File: src/rtl/sa_pkg.sv
// Shared constants, FSM state type and skew addressing for the 4x4 systolic job sequencer.
package sa_pkg;

   localparam int unsigned DW        = 32;
   localparam int unsigned N         = 4;
   localparam int unsigned LW        = $clog2(N);
   localparam int unsigned AW        = 2 * LW;
   localparam int unsigned STEP_W    = 3;
   localparam int unsigned FEED_LAST = 2 * N - 2;

   typedef enum logic [2:0] {
      ST_IDLE,
      ST_CLEAR,
      ST_FEED,
      ST_DRAIN,
      ST_DONE
   } sa_state_t;

   typedef struct packed {
      logic          vld;
      logic [AW-1:0] idx;
   } skew_t;

   // Element feeding `lane` at step t: A rows go row-major (by_col=0), B columns column-major (by_col=1).
   function automatic skew_t skew_idx(input logic [STEP_W-1:0] t,
                                      input logic [LW-1:0]     lane,
                                      input logic              by_col);
      skew_t             r;
      logic [STEP_W-1:0] k;
      k     = t - STEP_W'(lane);
      r.vld = (t >= STEP_W'(lane)) && (k < STEP_W'(N));
      r.idx = by_col ? {k[LW-1:0], lane} : {lane, k[LW-1:0]};
      return r;
   endfunction

endpackage

File: src/rtl/sa_mat_buf.sv
// One NxN operand matrix: single write port, N combinational read ports, async clear.
module sa_mat_buf #(
   parameter int unsigned DW = sa_pkg::DW,
   parameter int unsigned N  = sa_pkg::N,
   parameter int unsigned AW = sa_pkg::AW
) (
   input  logic            clk,
   input  logic            rst,
   input  logic            wr_en,
   input  logic [AW-1:0]   wr_addr,
   input  logic [DW-1:0]   wr_data,
   input  logic [N*AW-1:0] rd_addr,
   output logic [N*DW-1:0] rd_data
);

   logic [DW-1:0] mem [N*N];

   always_ff @(posedge clk or negedge rst) begin
      if (!rst) begin
         for (int i = 0; i < N * N; i++) mem[i] <= '0;
      end else if (wr_en) begin
         mem[wr_addr] <= wr_data;
      end
   end

   always_comb begin
      rd_data = '0;
      for (int p = 0; p < N; p++) rd_data[p*DW +: DW] = mem[rd_addr[p*AW +: AW]];
   end

endmodule

File: src/rtl/systolic_ctrl.sv
// Job sequencer: buffers A/B, clears the PE array, feeds skewed rows/columns, waits for drain, pulses done.
module systolic_ctrl #(
   parameter int unsigned DW    = sa_pkg::DW,
   parameter int unsigned N     = sa_pkg::N,
   parameter int unsigned DRAIN = 3
) (
   input  logic                  clk,
   input  logic                  rst,
   input  logic                  ld_valid,
   output logic                  ld_ready,
   input  logic                  ld_sel,
   input  logic [sa_pkg::AW-1:0] ld_addr,
   input  logic [DW-1:0]         ld_data,
   input  logic                  start,
   output logic                  busy,
   output logic                  done,
   output logic                  arr_rst,
   output logic [N*DW-1:0]       west_data,
   output logic [N*DW-1:0]       north_data
);

   import sa_pkg::*;

   localparam int unsigned DCW = (DRAIN > 1) ? $clog2(DRAIN) : 1;

   sa_state_t         state, state_nxt;
   logic [STEP_W-1:0] step, step_nxt;
   logic [DCW-1:0]    dcnt, dcnt_nxt;

   logic              wr_ok;
   logic [N*AW-1:0]   a_rd_addr, b_rd_addr;
   logic [N*DW-1:0]   a_rd, b_rd;
   logic [N-1:0]      a_vld, b_vld;

   logic              busy_nxt, done_nxt, arr_rst_nxt;
   logic [N*DW-1:0]   west_nxt, north_nxt;

   // Held low while reset is asserted even though the state register already reads IDLE.
   assign ld_ready = (state == ST_IDLE) && rst;
   assign wr_ok    = ld_valid && ld_ready;

   sa_mat_buf #(.DW(DW), .N(N), .AW(AW)) u_buf_a (
      .clk     (clk),
      .rst     (rst),
      .wr_en   (wr_ok && !ld_sel),
      .wr_addr (ld_addr),
      .wr_data (ld_data),
      .rd_addr (a_rd_addr),
      .rd_data (a_rd)
   );

   sa_mat_buf #(.DW(DW), .N(N), .AW(AW)) u_buf_b (
      .clk     (clk),
      .rst     (rst),
      .wr_en   (wr_ok && ld_sel),
      .wr_addr (ld_addr),
      .wr_data (ld_data),
      .rd_addr (b_rd_addr),
      .rd_data (b_rd)
   );

   // State and counter registers
   always_ff @(posedge clk or negedge rst) begin
      if (!rst) begin
         state <= ST_IDLE;
         step  <= '0;
         dcnt  <= '0;
      end else begin
         state <= state_nxt;
         step  <= step_nxt;
         dcnt  <= dcnt_nxt;
      end
   end

   // Next-state and counter sequencing
   always_comb begin
      state_nxt = state;
      step_nxt  = step;
      dcnt_nxt  = dcnt;
      unique case (state)
         ST_IDLE: begin
            if (start) begin
               state_nxt = ST_CLEAR;
               step_nxt  = '0;
               dcnt_nxt  = '0;
            end
         end
         ST_CLEAR: begin
            state_nxt = ST_FEED;
            step_nxt  = '0;
         end
         ST_FEED: begin
            if (step == STEP_W'(FEED_LAST)) begin
               state_nxt = ST_DRAIN;
               dcnt_nxt  = '0;
            end else begin
               step_nxt = step + STEP_W'(1);
            end
         end
         ST_DRAIN: begin
            if (dcnt == DCW'(DRAIN - 1)) state_nxt = ST_DONE;
            else                         dcnt_nxt  = dcnt + DCW'(1);
         end
         ST_DONE:  state_nxt = ST_IDLE;
         default:  state_nxt = ST_IDLE;
      endcase
   end

   // Buffer read addresses follow the step the registered outputs will show next cycle
   always_comb begin
      skew_t sa, sb;
      a_rd_addr = '0;
      b_rd_addr = '0;
      a_vld     = '0;
      b_vld     = '0;
      for (int p = 0; p < N; p++) begin
         sa = skew_idx(step_nxt, LW'(p), 1'b0);
         sb = skew_idx(step_nxt, LW'(p), 1'b1);
         a_rd_addr[p*AW +: AW] = sa.idx;
         b_rd_addr[p*AW +: AW] = sb.idx;
         a_vld[p]              = sa.vld;
         b_vld[p]              = sb.vld;
      end
   end

   // Output decode from next state
   always_comb begin
      busy_nxt    = (state_nxt != ST_IDLE);
      done_nxt    = (state_nxt == ST_DONE);
      arr_rst_nxt = (state_nxt != ST_CLEAR);
      west_nxt    = '0;
      north_nxt   = '0;
      if (state_nxt == ST_FEED) begin
         for (int p = 0; p < N; p++) begin
            if (a_vld[p]) west_nxt[p*DW +: DW]  = a_rd[p*DW +: DW];
            if (b_vld[p]) north_nxt[p*DW +: DW] = b_rd[p*DW +: DW];
         end
      end
   end

   // Registered outputs
   always_ff @(posedge clk or negedge rst) begin
      if (!rst) begin
         busy       <= 1'b0;
         done       <= 1'b0;
         arr_rst    <= 1'b0;
         west_data  <= '0;
         north_data <= '0;
      end else begin
         busy       <= busy_nxt;
         done       <= done_nxt;
         arr_rst    <= arr_rst_nxt;
         west_data  <= west_nxt;
         north_data <= north_nxt;
      end
   end

endmodule

File: config.mk
export PLATFORM = sky130hd
export DESIGN_NAME = systolic_ctrl
export DESIGN_NICKNAME = d
export VERILOG_FILES = /design/src/rtl/sa_pkg.sv /design/src/rtl/sa_mat_buf.sv /design/src/rtl/systolic_ctrl.sv
export SDC_FILE = /design/constraint.sdc
export NUM_CORES = 2
export LEC_CHECK = 0
export CAP_MARGIN = 30
export CORE_MARGIN = 3
export CORE_UTILIZATION = 39
export DETAILED_ROUTE_END_ITERATION = 8
export HOLD_SLACK_MARGIN = 0.05
export SYNTH_ARGS = -nofsm -noshare
export SYNTH_HDL_FRONTEND = slang
export SYNTH_SLANG_ARGS = --single-unit
File: constraint.sdc
create_clock -name clk -period 4.7 [get_ports clk]
set_input_delay 0.94 -clock clk [delete_from_list [all_inputs] [get_ports clk]]
set_output_delay 0.94 -clock clk [all_outputs]
set_load 0.005 [all_outputs]
After elaboration in Yosys (flattened, before gate mapping)
Cells that the tools add are included.
{ "totals": {"ff_bits": 1291, "out_inout_bits": 260} }
{ "op_classes": {"mux": 49, "order_cmp": 18, "n_addsub": 5, "bitwise_logic": 9, "reduce_logical": 14, "eq_ne": 11} }
{ "ops": {"columns": ["cell", "count"], "rows": [
  ["binary-select mux 32 bit (select 4 bit)", 8],
  ["bitwise mux 512 bit", 2],
  ["two-way mux 32 bit", 25],
  ["two-way mux 128 bit", 2],
  ["demux 32 bit (select 4 bit)", 1],
  ["greater-or-equal comparator 5 bit (second input constant)", 9],
  ["NOT 4 -> 5 bit", 7],
  ["two-way mux 3 bit", 5],
  ["less-than comparator 3 bit (second input constant)", 4],
  ["one-hot mux 3 bit (4 select lines)", 1],
  ["== test 3 x 2 -> 1 bit (second input constant)", 3],
  ["logical AND 1 bit", 9],
  ["one-hot mux 3 bit (3 select lines)", 1],
  ["== test 3 bit (second input constant)", 2],
  ["greater-or-equal comparator 3 x 1 -> 1 bit (second input constant)", 2],
  ["greater-or-equal comparator 3 x 2 -> 1 bit (second input constant)", 2],
  ["two-way mux 2 bit", 3],
  ["inequality test 2 bit (second input constant)", 3],
  ["one-hot mux 2 bit (3 select lines)", 1],
  ["nonzero test 3 bit", 2],
  ["subtractor 3 x 2 -> 3 bit (second input constant)", 2],
  ["less-than comparator 5 x 1 -> 1 bit (second input constant)", 1],
  ["NOT 2 -> 5 bit", 1],
  ["NOT 3 -> 5 bit", 1],
  ["9 further kinds", 9]
]} }

Depth between registers and ports, before layout
{ "logic_depth": {"word_depth": 10, "ltp_mapped": 15, "mapped_depth_nobuf": 10} }

By module
Synthesis repeated with hierarchy kept, for this count alone.
{ "hier_totals": {"hier_cells": 5321, "area_unflattened_um2": 78599.1} }
{ "by_module_without_submodules": {"columns": ["mod", "cells_per_inst", "area_each_um2", "seq_area_each_um2", "instances"], "rows": [
  ["sa_mat_buf", 2218, 33824.9, 12812.3, 2],
  ["systolic_ctrl", 885, 10949.3, 6681.4, 1]
]} }

Worst setup path before layout
Ideal clock, no wire load.
{ "synth_timing": {"path_kind": "input-to-reg", "start": "in start", "end": "reg north_data[100]", "setup_time_ns": 0.132, "required_time_ns": 4.568, "setup_slack_ns": 0.993, "t_arrival_ns": 3.575, "path_buffers": 6, "stages": 13, "cell_sequence": "nor3_4 > o21ai_1 > and2_1 > buf_4 > buf_2 > clkbuf_1 > buf_1 > inv_1 > ha_1 > clkbuf_1 > clkbuf_1 > mux4_2 > nor2b_1"} }
{ "synth_via": {"elab_chain_len": 9, "word_cells_on_any_way": 15, "classes_between": "add/sub: 1; order compare: 2; eq/ne: 1; mux: 9; bitwise: 1; reduce/logical: 1"} }
{ "synth_rtl": {"columns": ["item", "line_no", "text"], "rows": [
  ["from (decl)", "systolic_ctrl.sv:14", "input logic start,"],
  ["two-way mux 3 bit (*)", "systolic_ctrl.sv:82", "if (start) begin"],
  ["one-hot mux 3 bit (3 select lines) (*)", "systolic_ctrl.sv:80", "unique case (state)"],
  ["named net a_rd_addr[0]", "systolic_ctrl.sv:31", "logic [N*AW-1:0] a_rd_addr, b_rd_addr;"],
  ["subtractor 3 x 2 -> 3 bit", "sa_pkg.sv:30", "k = t - STEP_W'(lane);"],
  ["NOT 4 -> 5 bit (implied by the code)", "sa_mat_buf.sv:28", "for (int p = 0; p < N; p++) rd_data[p*DW +: DW] = mem[rd_addr[p*AW +: AW]];"],
  ["binary-select mux 32 bit (select 4 bit)", "sa_mat_buf.sv:28", null],
  ["two-way mux 32 bit (implied by the code) (2 in series)", "sa_mat_buf.sv:28", null],
  ["two-way mux 32 bit (*)", "systolic_ctrl.sv:136", "if (b_vld[p]) north_nxt[p*DW +: DW] = b_rd[p*DW +: DW];"],
  ["two-way mux 128 bit (*)", "systolic_ctrl.sv:133", "if (state_nxt == ST_FEED) begin"],
  ["named net north_nxt[100]", "systolic_ctrl.sv:36", "logic [N*DW-1:0] west_nxt, north_nxt;"],
  ["to (signal assigned)", "systolic_ctrl.sv:154", "north_data <= north_nxt;"],
  ["to (decl)", "systolic_ctrl.sv:19", "output logic [N*DW-1:0] north_data"]
]} }
The timed path passes the listed nets; every way through them passes the cells marked *. The select of a mux whose other input is x is not followed.
A chain may end at the register's enable or synchronous reset.

Worst setup path after layout
{ "layout_timing": {"start": "reg state[0]", "end": "out ld_ready"} }
{ "layout_via": {"elab_chain_len": 2} }
{ "layout_rtl": {"columns": ["item", "line_no", "text"], "rows": [
  ["from (decl)", "systolic_ctrl.sv:26", "sa_state_t state, state_nxt;"],
  ["from (signal assigned)", "systolic_ctrl.sv:69", "state <= state_nxt;"],
  ["logical NOT 3 bit", "systolic_ctrl.sv:39", "assign ld_ready = (state == ST_IDLE) && rst;"],
  ["logical AND 1 bit", "systolic_ctrl.sv:39", null],
  ["to (decl)", "systolic_ctrl.sv:10", "output logic ld_ready,"]
]} }
No other way between the ends.

==> impl_metrics.py <==
metrics = {
    "power": {
        "p_sw_w": 0.0143,
        "finalPower_w": 0.0371,
        "sw_frac_of_total": 0.385,
        "combPwrFrac": 0.360,
        "power.internal_w": 0.0228,
        "p_leak_nw": 30.9,
        "power.density_nw_per_um2": 579,
        "ir_drop_uv": 1170,
        "seqPwrFrac": 0.339,
        "clkPwrFrac": 0.302,
    },
    "finish": {
        "layout_common_cells": "1291 x dfrtp_1, 1000 x mux2_2, 292 x clkdlybuf4s50_1",
        "drive_gt1_frac": 0.356,
        "fin_cells": 5931,
        "multi_input_area_um2": 20200,
        "nNetsFinal": 4067,
        "area_delta_synth_final_pct": 18.2,
        "final.fill_count": 12100,
        "finalInstanceArea_um2": 64000,
        "ff_latch_area_um2": 32300,
        "layout_commonest_cell": "dfrtp_1",
    },
    "grt": {
        "gr-total-overflow": 0,
        "grt.busiest_layer": "met2",
        "antenna_found_initial": 11,
        "grt_util_all_layers": 0.209,
        "grt_use_met2": 0.325,
        "use_met1": 0.285,
        "grt_pass1_wl_um": 223000,
        "grt_max_degree": 176,
        "met3_usage": 0.0501,
        "grt_pass1_vias": 33700,
    },
    "drt": {
        "drt_iter0_drc": 2356,
        "post-route-drc-count": 0,
        "totalWireLength_um": 150000,
        "antenna_left": 0,
        "wl_per_cell_um": 25.3,
        "avgViaCountPerCell": 5.56,
        "vias": 33000,
        "drt_pre_antenna_iters": 5,
    },
    "clock_network": {
        "clk_path_buf_depth": 3,
        "cts_root_buffer": "clkbuf_16",
        "clk_latency_ps": 780,
        "cts_resized": 0,
        "cts_tree": "done",
        "htree_levels": 4,
        "cts_sinks": 1291,
        "clk_pin_slew_ps": 60,
        "cts_buffers": 144,
    },
    "synth": {
        "ys.flop_type": "dfrtp_1",
        "synth_edf_count": 0,
        "yosysWarnings": 0,
        "synth_seq_area_share": 0.597,
        "ys_seq_elements": 1291,
        "netlist_top_cells_area": "dfrtp_1 60%, mux2_2 21%, a211oi_1 2.7%",
        "synth_nets": 3880,
        "syn_avg_cell_area_um2": 14.1,
        "synth_cell_types": 47,
        "async_flop_share": 1.00,
        "syn_area_um2": 54100,
        "syn-instance-count": 3834,
        "synth_top_area_cell": "dfrtp_1",
        "yosysTopAreaCellShare": 0.597,
    },
    "run": {
        "timing.max_cap.violations": 0,
    },
    "floorplan": {
        "die_x_um": 379,
        "core_area_um2": 138000,
        "ios": 301,
        "start_util": 0.393,
        "dieArea_um2": 143000,
        "die_h_um": 379,
        "rows": 136,
    },
    "setup_path": {
        "critPathKind": "flip-flop to output port",
        "crit_required_ps": 3760,
        "startpoint_type": "flip-flop",
        "end_kind": "output port",
        "cp_data_arrival_time_ps": 2750,
        "worst-path-max-fanout": 10,
    },
    "sta": {
        "tightest_slew_ps": 1100,
        "skew_ps": 31.7,
        "fmax_ghz": 0.271,
        "tns_ps": 0,
        "hold_viol_final": 0,
        "max_slew_margin": 0.266,
        "min_period_over_period": 0.786,
        "rsz0062_at_grt": "false",
        "fin_crit_ps": 3690,
        "drv_slew": 0,
        "setup_violations": 0,
    },
    "placement": {
        "place_area_um2": 59200,
        "io_buffers": 300,
        "gp_congestion": 0.765,
        "dp_hpwl_um": 88400,
        "placedCellCount": 5667,
    },
    "worst_hold_path": {
        "hold_path_class": "flip-flop to flip-flop",
    },
    "outcome": {
        "outcome": "finished clean",
    },
}
worst max-delay path: stages, from the launching register on:
cell,delay (ps)
dfrtp_1,530
nor3_2,720
and2_1,220
clkdlybuf4s50_1,510
power groups by stage:
| stage | sequential, W | combinational (W) | clock (W) |
|---|---|---|---|
| final | 0.0126 | 0.0133 | 0.0112 |
| after global routing | 0.0126 | 0.0142 | 0.0119 |
| after floorplan | 0.0125 | 0.00808 | 0 |
| after CTS | 0.0126 | 0.0135 | 0.0115 |
| after detailed placement | 0.0127 | 0.0135 | 0 |
| after global placement | 0.0127 | 0.0134 | 0 |
worst paths after layout:
path	cells after the start	slack, ps	end	start
max	3	1010	ld_ready	state[0]$_DFF_PN0_
min	1	480	u_buf_b.mem[475]$_DFFE_PN0P_	u_buf_b.mem[475]$_DFFE_PN0P_
max reg2reg	6	1050	u_buf_b.mem[405]$_DFFE_PN0P_	state[0]$_DFF_PN0_
min reg2reg	1	480	u_buf_b.mem[475]$_DFFE_PN0P_	u_buf_b.mem[475]$_DFFE_PN0P_
max in group asynchronous	5	1460	u_buf_b.mem[390]$_DFFE_PN0P_	rst
min in group asynchronous	2	640	u_buf_b.mem[12]$_DFFE_PN0P_	rst
cell usage after synthesis, types with 17 or more instances:
cell / number
a311oi_1: 128
a2111oi_2: 17
mux4_2: 64
mux2_2: 1000
buf_4: 25
nand2_1: 278
buf_1: 49
mux2_1: 24
clkbuf_1: 195
a211oi_1: 193
nor2b_1: 66
buf_2: 108
nor2_1: 19
dfrtp_1: 1291
a2111oi_0: 40
and3_1: 195
mux2i_1: 65
logic make-up (layout without fill, tap and decap cells):
| family | after synthesis | count (layout) | synth area share |
|---|---|---|---|
| AO/OA/AOI/OAI | 406 | 406 | 0.0631 |
| adder cells (fa/ha/maj) | 5 | 5 | 0.00116 |
| buffers and inverters | 392 | 690 | 0.0327 |
| flip-flops | 1291 | 1291 | 0.597 |
| multiplexers | 1153 | 1153 | 0.252 |
| other | 0 | 5 | 0 |
| AND/OR/NAND/NOR | 587 | 587 | 0.0546 |
timing repair:
| item | CTS | global route |
|---|---|---|
| setup buffers | 0 | 0 |
| hold endpoints to repair | 5 | 0 |
| hold buffers | 1 | 0 |
metrics by stage:
stage	worst slack (ps)	util	hold WS (ps)
floorplan	993	-	456
finish	1010	0.465	481
detailed placement	697	0.430	473
global placement	683	0.430	465
CTS	925	0.464	485
global route	927	0.465	498
area by class of cell:
class,count,share of cell area
Sequential cell,1291,0.505
Multi-Input combinational cell,2151,0.316
Timing Repair Buffer,427,0.0694
Clock buffer,214,0.0663
Tap cell,1794,0.0351
Clock inverter,43,0.00725
Inverter,6,0.000548
Antenna cell,5,0.000196
metal layers:
metal	vias up	part of all wire
met5	-	0.00025
met4	6	0.032
met3	229	0.063
li1	14300	-
met2	790	0.46
met1	17600	0.45
flip-flops by register name, indices dropped and copies added, names as in the netlist:
signal and cells:
busy 1, dcnt 2, step 3, done 1, west_data 128, u_buf_a.mem 512
arr_rst 1, north_data 128, u_buf_b.mem 512, state 3
Note: power is estimated with default switching activity, not from simulation.
